$ cat config.mk
export PLATFORM = sky130hd
export DESIGN_NAME = sg_sample_framer_flat
export DESIGN_NICKNAME = d
export VERILOG_FILES = /design/src/rtl/sg_pkg.sv /design/src/rtl/sg_sample_framer_if.sv /design/src/rtl/sg_sync_fifo.sv /design/src/rtl/sg_sample_framer.sv /design/src/flat_wrapper.sv
export SDC_FILE = /design/constraint.sdc
export NUM_CORES = 1
export LEC_CHECK = 0
export CAP_MARGIN = 20
export CORE_ASPECT_RATIO = 0.9
export CORE_MARGIN = 3
export CORE_UTILIZATION = 35
export CTS_CLUSTER_DIAMETER = 100
export DETAILED_ROUTE_END_ITERATION = 8
export PLACE_DENSITY = 0.61
export SETUP_SLACK_MARGIN = 0.3
export SYNTH_ARGS = -nofsm -noshare
export SYNTH_HDL_FRONTEND = slang
export SYNTH_SLANG_ARGS = --single-unit
$ cat constraint.sdc
create_clock -name clk -period 2.9 [get_ports clk]
set_input_delay 0.58 -clock clk [delete_from_list [all_inputs] [get_ports clk]]
set_output_delay 0.58 -clock clk [all_outputs]
set_load 0.005 [all_outputs]
$ cat src/rtl/sg_pkg.sv
// Shared types and constants for the SG2 sample framer.
package sg_pkg;

    typedef enum logic [1:0] {
        IDLE = 2'd0,
        HDR  = 2'd1,
        PAY  = 2'd2,
        TRL  = 2'd3
    } framer_state_t;

    localparam logic [7:0] HDR_MAGIC = 8'hA5;
    localparam int unsigned SEQ_W    = 8;

endpackage

$ cat src/rtl/sg_sample_framer_if.sv
// Sample-capture inputs and req/rdy output bus of the framer.
// master: the framer side; slave: the SG2/consumer side.
interface sg_sample_framer_if #(
    parameter int unsigned DATA_W = 16
);
    logic              start;
    logic              in_valid;
    logic [DATA_W-1:0] in_data;
    logic              req;
    logic              rdy;
    logic [DATA_W-1:0] dat;
    logic              sof;
    logic              eof;

    modport master (
        input  start, in_valid, in_data, rdy,
        output req, dat, sof, eof
    );

    modport slave (
        output start, in_valid, in_data, rdy,
        input  req, dat, sof, eof
    );
endinterface

$ cat src/rtl/sg_sync_fifo.sv
// Synchronous show-ahead FIFO. dout is the head entry, dout_nxt the entry behind it,
// so the framer can load the following payload word in the same cycle it pops.
// Caller must not push when full nor pop when empty.
module sg_sync_fifo #(
    parameter int unsigned DATA_W = 16,
    parameter int unsigned DEPTH  = 16
) (
    input  logic                     clk,
    input  logic                     rst,
    input  logic                     push,
    input  logic                     pop,
    input  logic [DATA_W-1:0]        din,
    output logic [DATA_W-1:0]        dout,
    output logic [DATA_W-1:0]        dout_nxt,
    output logic [$clog2(DEPTH):0]   count
);
    localparam int unsigned AW = $clog2(DEPTH);
    localparam int unsigned CW = AW + 1;

    logic [DATA_W-1:0] mem_q [DEPTH];
    logic [AW-1:0]     wr_ptr_q, wr_ptr_d;
    logic [AW-1:0]     rd_ptr_q, rd_ptr_d;
    logic [CW-1:0]     count_q, count_d;

    // Pointer and occupancy update; push+pop leaves the count unchanged.
    always_comb begin
        wr_ptr_d = wr_ptr_q;
        rd_ptr_d = rd_ptr_q;
        count_d  = count_q;
        if (push) wr_ptr_d = wr_ptr_q + AW'(1);
        if (pop)  rd_ptr_d = rd_ptr_q + AW'(1);
        unique case ({push, pop})
            2'b10:   count_d = count_q + CW'(1);
            2'b01:   count_d = count_q - CW'(1);
            default: count_d = count_q;
        endcase
    end

    // Pointer/count registers.
    always_ff @(posedge clk) begin
        if (rst) begin
            wr_ptr_q <= '0;
            rd_ptr_q <= '0;
            count_q  <= '0;
        end else begin
            wr_ptr_q <= wr_ptr_d;
            rd_ptr_q <= rd_ptr_d;
            count_q  <= count_d;
        end
    end

    // Storage array; contents need no reset.
    always_ff @(posedge clk) begin
        if (push) mem_q[wr_ptr_q] <= din;
    end

    assign dout     = mem_q[rd_ptr_q];
    assign dout_nxt = mem_q[rd_ptr_q + AW'(1)];
    assign count    = count_q;

endmodule

$ cat src/rtl/sg_sample_framer.sv
// SG2 sample framer: buffers samples while start is high and emits frames of
// header, FRAME_LEN payload words and an optional XOR trailer over req/rdy.
// Build option: define SG_FRAMER_CSUM_EN to append the checksum trailer word.
module sg_sample_framer
    import sg_pkg::*;
#(
    parameter int unsigned DATA_W     = 16,
    parameter int unsigned FRAME_LEN  = 8,
    parameter int unsigned FIFO_DEPTH = 16,
    parameter int unsigned CNT_W      = 16
) (
    input  logic                    clk,
    input  logic                    rst,
    sg_sample_framer_if.master      bus,
    output logic                    overflow,
    output logic [CNT_W-1:0]        drop_cnt
);
    localparam int unsigned CW = $clog2(FIFO_DEPTH) + 1;
    localparam int unsigned PW = $clog2(FRAME_LEN + 1);
    localparam int          FL = int'(FRAME_LEN);
`ifdef SG_FRAMER_CSUM_EN
    localparam bit PAY_EOF = 1'b0;
`else
    localparam bit PAY_EOF = 1'b1;
`endif
    localparam bit EOF_FIRST_PAY = PAY_EOF && (FL == 1);

    framer_state_t     state_q, state_d;
    logic              req_q, req_d;
    logic              sof_q, sof_d;
    logic              eof_q, eof_d;
    logic [DATA_W-1:0] dat_q, dat_d;
    logic [PW-1:0]     pay_cnt_q, pay_cnt_d;
    logic [SEQ_W-1:0]  seq_q, seq_d;
    logic              overflow_q, overflow_d;
    logic [CNT_W-1:0]  drop_cnt_q, drop_cnt_d;
`ifdef SG_FRAMER_CSUM_EN
    logic [DATA_W-1:0] csum_q, csum_d;
`endif

    logic [CW-1:0]     fifo_count;
    logic [DATA_W-1:0] head, head_nxt;
    logic              xfer_c, full_c, push_c, drop_c, pop_c;

    sg_sync_fifo #(
        .DATA_W (DATA_W),
        .DEPTH  (FIFO_DEPTH)
    ) u_fifo (
        .clk      (clk),
        .rst      (rst),
        .push     (push_c),
        .pop      (pop_c),
        .din      (bus.in_data),
        .dout     (head),
        .dout_nxt (head_nxt),
        .count    (fifo_count)
    );

    // Capture/drop decision uses the pre-cycle count, independent of any pop.
    always_comb begin
        xfer_c = req_q && bus.rdy;
        full_c = (fifo_count == CW'(FIFO_DEPTH));
        push_c = bus.start && bus.in_valid && !full_c;
        drop_c = bus.start && bus.in_valid && full_c;
        pop_c  = (state_q == PAY) && xfer_c;
    end

    // Sticky overflow flag and saturating drop counter.
    always_comb begin
        overflow_d = overflow_q | drop_c;
        drop_cnt_d = drop_cnt_q;
        if (drop_c && (drop_cnt_q != '1)) drop_cnt_d = drop_cnt_q + CNT_W'(1);
    end

    // Frame FSM; output registers are loaded with the word for the next state
    // so req/dat/sof/eof change only on a transfer or when leaving IDLE.
    always_comb begin
        state_d   = state_q;
        req_d     = req_q;
        sof_d     = sof_q;
        eof_d     = eof_q;
        dat_d     = dat_q;
        pay_cnt_d = pay_cnt_q;
        seq_d     = seq_q;
`ifdef SG_FRAMER_CSUM_EN
        csum_d    = csum_q;
`endif
        unique case (state_q)
            IDLE: begin
                if (fifo_count >= CW'(FRAME_LEN)) begin
                    state_d = HDR;
                    req_d   = 1'b1;
                    sof_d   = 1'b1;
                    eof_d   = 1'b0;
                    dat_d   = DATA_W'({HDR_MAGIC, seq_q});
                end
            end
            HDR: begin
`ifdef SG_FRAMER_CSUM_EN
                csum_d = '0;
`endif
                if (xfer_c) begin
                    state_d   = PAY;
                    sof_d     = 1'b0;
                    eof_d     = EOF_FIRST_PAY;
                    dat_d     = head;
                    pay_cnt_d = '0;
                end
            end
            PAY: begin
                if (xfer_c) begin
`ifdef SG_FRAMER_CSUM_EN
                    csum_d = csum_q ^ dat_q;
`endif
                    if (int'(pay_cnt_q) == FL - 1) begin
`ifdef SG_FRAMER_CSUM_EN
                        state_d = TRL;
                        eof_d   = 1'b1;
                        dat_d   = csum_q ^ dat_q;
`else
                        state_d = IDLE;
                        req_d   = 1'b0;
                        eof_d   = 1'b0;
                        seq_d   = seq_q + SEQ_W'(1);
`endif
                    end else begin
                        pay_cnt_d = pay_cnt_q + PW'(1);
                        dat_d     = head_nxt;
                        eof_d     = PAY_EOF && (int'(pay_cnt_q) + 2 == FL);
                    end
                end
            end
            TRL: begin
`ifdef SG_FRAMER_CSUM_EN
                if (xfer_c) begin
                    state_d = IDLE;
                    req_d   = 1'b0;
                    eof_d   = 1'b0;
                    seq_d   = seq_q + SEQ_W'(1);
                end
`else
                state_d = IDLE;
                req_d   = 1'b0;
                eof_d   = 1'b0;
`endif
            end
        endcase
    end

    // State and output registers; reset aborts any frame in flight.
    always_ff @(posedge clk) begin
        if (rst) begin
            state_q    <= IDLE;
            req_q      <= 1'b0;
            sof_q      <= 1'b0;
            eof_q      <= 1'b0;
            dat_q      <= '0;
            pay_cnt_q  <= '0;
            seq_q      <= '0;
            overflow_q <= 1'b0;
            drop_cnt_q <= '0;
`ifdef SG_FRAMER_CSUM_EN
            csum_q     <= '0;
`endif
        end else begin
            state_q    <= state_d;
            req_q      <= req_d;
            sof_q      <= sof_d;
            eof_q      <= eof_d;
            dat_q      <= dat_d;
            pay_cnt_q  <= pay_cnt_d;
            seq_q      <= seq_d;
            overflow_q <= overflow_d;
            drop_cnt_q <= drop_cnt_d;
`ifdef SG_FRAMER_CSUM_EN
            csum_q     <= csum_d;
`endif
        end
    end

    assign bus.req  = req_q;
    assign bus.dat  = dat_q;
    assign bus.sof  = sof_q;
    assign bus.eof  = eof_q;
    assign overflow = overflow_q;
    assign drop_cnt = drop_cnt_q;

endmodule
$ cat src/flat_wrapper.sv
// flat-port wrapper written by rule: the top's interface ports become plain ports
module sg_sample_framer_flat import sg_pkg::*;
#(
    parameter int unsigned DATA_W     = 16,
    parameter int unsigned FRAME_LEN  = 8,
    parameter int unsigned FIFO_DEPTH = 16,
    parameter int unsigned CNT_W      = 16
)
  (clk, rst, overflow, drop_cnt, bus_start, bus_in_valid, bus_in_data, bus_rdy, bus_req, bus_dat, bus_sof, bus_eof);
  sg_sample_framer_if #(.DATA_W(DATA_W)) bus_i ();
  input  logic clk;
  input  logic rst;
  output logic overflow;
  output logic [CNT_W-1:0] drop_cnt;
  input wire logic [$bits(bus_i.start)-1:0] bus_start;
  input wire logic [$bits(bus_i.in_valid)-1:0] bus_in_valid;
  input wire logic [$bits(bus_i.in_data)-1:0] bus_in_data;
  input wire logic [$bits(bus_i.rdy)-1:0] bus_rdy;
  output wire logic [$bits(bus_i.req)-1:0] bus_req;
  output wire logic [$bits(bus_i.dat)-1:0] bus_dat;
  output wire logic [$bits(bus_i.sof)-1:0] bus_sof;
  output wire logic [$bits(bus_i.eof)-1:0] bus_eof;
  assign bus_i.start = bus_start;
  assign bus_i.in_valid = bus_in_valid;
  assign bus_i.in_data = bus_in_data;
  assign bus_i.rdy = bus_rdy;
  assign bus_req = bus_i.req;
  assign bus_dat = bus_i.dat;
  assign bus_sof = bus_i.sof;
  assign bus_eof = bus_i.eof;
  sg_sample_framer #(.DATA_W(DATA_W), .FRAME_LEN(FRAME_LEN), .FIFO_DEPTH(FIFO_DEPTH), .CNT_W(CNT_W)) u_core (.clk(clk), .rst(rst), .bus(bus_i), .overflow(overflow), .drop_cnt(drop_cnt));
endmodule
## Word-level counts from Yosys, hierarchy flattened

Memory sizes are Yosys's and may differ from the RTL's. A register that Yosys moved wholly into a read port is not among the register bits.
Index checks and enable logic that the tools add are counted.

| storage, ports and cells | value |
|---|---|
| register bits after elaboration | 63 |
| bits in writable memories | 256 |
| bits of input ports | 21 |
| output and inout port bits | 36 |
| word-level logic and storage cells | 86 |
| memories | 1 |

| cells by class | value |
|---|---|
| $add $sub $neg | 8 |
| magnitude comparators | 1 |
| equal/unequal tests | 14 |
| muxes and demuxes | 29 |
| bitwise operators | 1 |
| reductions and logical operators | 20 |

Memories:

| memory | words | width | read ports | clocked after memory_dff | write ports | line | RTL |
|---|---|---|---|---|---|---|---|
| u_core.u_fifo.mem_q | 16 | 16 | 2 | 1 | 1 | sg_sync_fifo.sv:20 | `logic [DATA_W-1:0] mem_q [DEPTH];` |

Operator list:

| kind | count |
|---|---|
| 16-bit 2-to-1 mux | 4 |
| 16-bit one-hot mux with 3 select lines | 1 |
| 32-bit by 5-bit equality test with 1-bit output, second input constant | 1 |
| 4-bit 2-to-1 mux | 5 |
| 16-bit by 1-bit adder with 16-bit output, second input constant | 1 |
| 16-bit inequality test, second input constant | 1 |
| 4-bit by 1-bit adder with 4-bit output, second input constant | 3 |
| 4-bit AND reduction | 3 |
| 5-bit one-hot mux with 2 select lines | 1 |
| 1-bit 2-to-1 mux | 9 |
| 3-bit AND reduction | 3 |
| 8-bit by 1-bit adder with 8-bit output, second input constant | 1 |
| 2-bit 2-to-1 mux | 4 |
| 2-bit one-hot mux with 4 select lines | 1 |
| 4-bit one-hot mux with 2 select lines | 1 |
| 2-bit equality test, second input constant | 3 |
| 1-bit logical AND | 6 |
| 2-bit by 1-bit inequality test with 1-bit output, second input constant | 3 |
| 2-bit nonzero test | 3 |
| 3-bit nonzero test | 2 |
| 4-bit by 2-bit adder with 5-bit output, second input constant | 1 |
| 5-bit by 1-bit adder with 5-bit output, second input constant | 1 |
| 5-bit equality test, second input constant | 1 |
| 5-bit by 4-bit greater-or-equal comparator with 1-bit output, second input constant | 1 |
| other kinds (11) | 13 |

## Longest topological paths before layout

| depth | value |
|---|---|
| word-level depth | 5 |
| depth in mapped cells | 14 |
| mapped depth without buffers | 12 |

## Hierarchy

A second synthesis with hierarchy kept.

| second synthesis, totals | value |
|---|---|
| cell total of the unflattened synthesis | 1,076 |
| area total of the unflattened synthesis | 15,498.6 µm² |

By module, submodules not included:

| module | instances | cells an instance | area an instance (µm²) | seq. area each (µm²) |
|---|---|---|---|---|
| sg_sync_fifo | 1 | 744 | 12,728.5 | 8,027.7 |
| sg_sample_framer | 1 | 332 | 2,770.2 | 1,001.0 |

## Worst setup path before layout

Ideal clock, no wire load.

| path | value |
|---|---|
| kind | input-to-reg |
| start | in bus_start |
| end | reg u_core.u_fifo.count_q[4], in the netlist u_core.u_fifo.count[4] |
| setup time | 121 ps |
| arrival time | 2,957 ps |
| data required time | 2,779 ps |
| setup slack | -178 ps |
| stages on the path | 12 |
| buffers on the path | 1 |
| cells stage by stage | and2_1 > a21boi_2 > inv_1 > ha_1 > clkbuf_1 > xor2_1 > ha_1 > o21a_1 > o22a_1 > a21oi_1 > mux2i_1 > mux2_2 |

| between the ends | value |
|---|---|
| word-level cells in the longest chain between the ends | 4 |
| elaborated cells on any way between the ends | 6 |
| classes of those cells | 2 x eq/ne; 1 x mux; 3 x reduce/logical |

Ends and longest elaborated chain:

| item | line | RTL |
|---|---|---|
| start, declared | flat_wrapper.sv:15 | `input wire logic [$bits(bus_i.start)-1:0] bus_start;` |
| 1-bit logical AND * (2 in series) | sg_sample_framer.sv:63 | `push_c = bus.start && bus.in_valid && !full_c;` |
| 2-bit by 1-bit equality test with 1-bit output / 2-bit equality test (equally long branches) | sg_sync_fifo.sv:32 | `unique case ({push, pop})` |
| 5-bit one-hot mux with 2 select lines / 2-bit nonzero test (equally long branches) | -- |  |
| end signal, assigned | sg_sync_fifo.sv:48 | `count_q <= count_d;` |
| end, declared | sg_sync_fifo.sv:23 | `logic [CW-1:0] count_q, count_d;` |

Mark *: on every way between the ends. The rest lies on a longest branch, timed or not.
A chain may end at the register's enable or synchronous reset.

## Worst setup path after layout

| path | value |
|---|---|
| start | reg u_core.u_fifo.count_q[1], in the netlist u_core.u_fifo.count[1] |
| end | reg u_core.u_fifo.count_q[4], in the netlist u_core.u_fifo.count[4] |

| between the ends | value |
|---|---|
| word-level cells in the longest chain between the ends | 5 |
| elaborated cells on any way between the ends | 9 |
| classes of those cells | 2 x add/sub; 3 x eq/ne; 1 x mux; 3 x reduce/logical |

Ends and longest elaborated chain:

| item | line | RTL |
|---|---|---|
| 5-bit equality test | sg_sample_framer.sv:62 | `full_c = (fifo_count == CW'(FIFO_DEPTH));` |
| 1-bit logical NOT | sg_sample_framer.sv:63 |  |
| 1-bit logical AND | sg_sample_framer.sv:63 |  |
| 2-bit by 1-bit equality test with 1-bit output / 2-bit equality test (equally long branches) | sg_sync_fifo.sv:32 |  |
| 5-bit one-hot mux with 2 select lines / 2-bit nonzero test (equally long branches) | -- |  |

Parallel ways exist; a longest one is shown, timed or not.

==> summary.md <==
| Metric | Value |
|---|---|
| Synth Warn # | `0` |
| Gr usage total | `0.1691` |
| Vias in the first global route | `9483` |
| # clock sinks | `323` |
| Clock-pin slew on the worst setup and hold paths | `0.06 ns` |
| Largest net degree at the start of global routing | `51` |
| CTS Buffer Depth | `3` |
| Port buffer count | `56` |
| Final Setup Violations | `0` |
| VDD IR-drop max | `0.4106 mV` |
| Clock skew | `0.02736 ns` |
| Multi-input logic area | `6056 um2` |
| CP required | `3.30 ns` |
| R2R depth | `11` |
| Reg area | `9044 um2` |
| Max-capacitance violation count | `0` |
| Detailed-route wire length per cell | `22.70 um` |
| Setup Crit Path Kind | `reg2reg` |
| DR iter-0 viols | `680` |
| Synth unique cells | `61` |
| WHS Path Cells | `2` |
| DRT Wirelength | `39.01 mm` |
| Max Transition Viols Final | `0` |
| Initial Util | `0.3553` |
| DR DRC count | `0` |
| Post-synthesis register bit count | `323` |
| Io pins | `57` |
| CP Launch Type | `flip-flop` |
| Post-Synthesis Cell Area | `15330 um2` |
| Fmax | `406.2 MHz` |
| Register area share after synthesis | `0.5889` |
| Main synth FF type | `edfxtp_1` |
| Pre-antenna DRT Iters | `5` |
| Status | `complete, no violations` |
| P per Cell Area | `548.8 nW/um2` |
| Total gr overflow | `0` |
| Post-Place Setup Slack | `-0.1928 ns` |
| Clk root buf | `clkbuf_16` |
| Die area | `46360 um2` |
| CTS tree | `done` |
| Core Util, Final | `0.4218` |
| Hold Vio Cnt, Final | `0` |
| Hold Path Class | `in2reg` |
| Remaining antenna violation count | `0` |
| CP endpoint | `u_core.u_fifo.count[4]` |
| Net count after synthesis | `1073` |
| GP Congestion | `0.8255` |
| Crit path arrival time | `2.86 ns` |
| Wire length of the first global-routing pass | `59.05 mm` |
| Share of layout cells above drive strength 1 | `0.2349` |
| Final worst-path cycle share | `0.8490` |
| Post-synth EDFFs | `256` |
| # rows | `72` |
| Cts bufs inserted | `35` |
| Vias per Instance | `5.577` |
| Die height | `204.6 um` |
| Least-Margin Pin Slew | `0.9708 ns` |
| Final setup margin | `0.4380 ns` |
| Crit path launch | `u_core.u_fifo.count[1]` |
| Element type at the critical path end | `flip-flop` |
| Worst reg-to-reg setup slack | `0.44 ns` |
| H-Tree Level Count | `2` |
| DR vias | `9582` |
| Worst reg2reg endpoint | `u_core.u_fifo.count[4]` |
| Async SR Flop Fraction | `0` |
| Core area | `43150 um2` |
| CP max FO | `3` |
| Die width | `226.6 um` |
| # fillers | `3851` |
| Final min period | `2.462 ns` |
| Leak | `0.005636 uW` |
| Initial antenna violation count | `0` |
| Avg Inst Size Synth | `14.84 um2` |
| Rel. slew slack | `0.3519` |
| P&R area growth vs syn | `18.70%` |
| Mapped Cells | `1033` |
| Worst-skew pair later-pin latency | `0.53 ns` |
| RSZ-0062 raised after global routing | `false` |
| Worst reg2reg startpoint | `u_core.u_fifo.count[1]` |
| Final net count | `1176` |
| Final HPWL from detailed placement | `25.11 mm` |
placed cells by master (no fill, tap or decap), types with 5 or more instances in the layout:
| cell | count |
|---|---|
| edfxtp_1 | 256 |
| mux2i_1 | 108 |
| mux4_2 | 88 |
| buf_4 | 64 |
| dfxtp_1 | 61 |
| nand2_1 | 55 |
| nor2_1 | 55 |
| clkdlybuf4s50_1 | 53 |
| nand3_1 | 40 |
| a22oi_1 | 37 |
| clkbuf_16 | 35 |
| a21oi_1 | 20 |
| and3_1 | 20 |
| xnor2_1 | 18 |
| o21ai_0 | 16 |
| ha_1 | 16 |
| nor2b_1 | 14 |
| xor2_1 | 14 |
| nor3_1 | 13 |
| o22a_1 | 12 |
| nor2_2 | 12 |
| inv_1 | 11 |
| buf_12 | 9 |
| a221oi_2 | 8 |
| nand4_1 | 7 |
| clkinv_2 | 7 |
| and2_1 | 6 |
| nor4_1 | 5 |
| clkinv_1 | 5 |
| clkbuf_1 | 5 |
worst min path at each step:
stage                    startpoint                         to  slack (ns)
global route                    rst  u_core.u_fifo.wr_ptr_q[2]        0.45
global placement    u_core.overflow            u_core.overflow        0.43
finish                          rst  u_core.u_fifo.wr_ptr_q[2]        0.44
CTS                             rst  u_core.u_fifo.wr_ptr_q[2]        0.42
floorplan           u_core.overflow            u_core.overflow        0.44
detailed placement  u_core.overflow            u_core.overflow        0.45
through the flow:
stage / total power [uW] / instances / cell area [um2] / TNS [ns] / hold WS, ns
3_5_place_dp: 5705 / 1652 / 17030 / -0.1928 / 0.4464
3_3_place_gp: 5696 / 1652 / 17030 / -0.1914 / 0.4343
4_1_cts: 10090 / 1715 / 18160 / 0 / 0.4222
2_1_floorplan: 5432 / 1033 / 15390 / 0 / 0.4421
5_1_grt: 10350 / 1717 / 18200 / 0 / 0.4531
6_report: 9988 / 1718 / 18200 / 0 / 0.4432
Yosys cell counts, types with 13 or more instances:
cell	instances	share of area
edfxtp_1	256	0.50
mux2i_1	108	0.071
mux4_2	88	0.13
dfxtp_1	67	0.087
nor2_1	67	0.016
nand2_1	55	0.013
nand3_1	41	0.013
a22oi_1	37	0.018
clkbuf_1	25	0.0061
a21oi_1	21	0.0069
and3_1	20	0.0082
ha_1	19	0.016
xnor2_1	18	0.010
buf_2	17	0.0055
nor3_1	17	0.0055
o21ai_0	16	0.0052
xor2_1	16	0.0091
buf_4	14	0.0069
nor2b_1	14	0.0057
inv_1	13	0.0032
kinds of logic (layout without fill, tap and decap cells):
logic type,count (synthesis),count (layout),synth area share
AO/OA/AOI/OAI,123,123,0.06112
XOR/XNOR,35,35,0.02048
adder cells (fa/ha/maj),19,19,0.01551
buffers and inverters,76,205,0.02513
flip-flops,323,323,0.5889
multiplexers,200,200,0.2027
other,0,1,0
AND/OR/NAND/NOR,257,257,0.08618
cell type report:
class / count / area share
clock inverters: 18 / 0.01017
well taps: 555 / 0.03815
inverters: 13 / 0.002681
flip-flops and latches: 323 / 0.4969
clock buffers: 45 / 0.05211
diodes: 1 / 0.0001375
multi-input cells: 634 / 0.3327
repair buffers: 129 / 0.06710
where the power goes:
| part | internal (uW) | switching (uW) | leakage, uW |
|---|---|---|---|
| registers | 5050 | 53.9 | 0.00285 |
| logic | 197 | 311 | 0.00222 |
| clock network | 2590 | 1780 | 0.000563 |
| total | 7840 | 2150 | 0.00564 |
state kept, by name (all words and copies together) (netlist names), named ones only:
name	flops
u_core.u_fifo.wr_ptr_q	4
u_core.drop_cnt	16
u_core.u_fifo.mem_q	256
u_core.u_fifo.rd_ptr_q	4
u_core.overflow	1
u_core.seq_q	8
u_core.u_fifo.count	5
u_core.pay_cnt_q	4
u_core.bus.eof	1
u_core.bus.dat	16
u_core.bus.req	1
u_core.state_q	2
u_core.bus.sof	1
worst max-delay path: stages, from the launching register on:
cell and delay [ns]:
dfxtp_1 0.33, nor4_4 0.37, a21boi_4 0.11, inv_2 0.09
ha_4 0.14, xor2_2 0.05, ha_2 0.19, o21a_1 0.18
o22a_1 0.20, a21oi_2 0.14, mux2i_1 0.20, mux2_2 0.34
metal layers:
metal / GRT usage / wire, um / share of wire / up-vias
li1: - / - / - / 4300
met5: 0 / 0 / 0 / -
met3: 0.02808 / 2430 / 0.062 / 57
met4: 0.04577 / 821 / 0.021 / 0
met2: 0.2673 / 18150 / 0.47 / 313
met1: 0.2425 / 17600 / 0.45 / 4912
what timing repair did:
item / CTS / global route
endpoints found under the hold margin: 0 / 0
hold buffers: 0 / 0
setup buffers: 0 / 2
setup endpoints to repair: 0 / 2
resized for setup: 0 / 9
No activity file was read; power rests on OpenSTA's default activity.
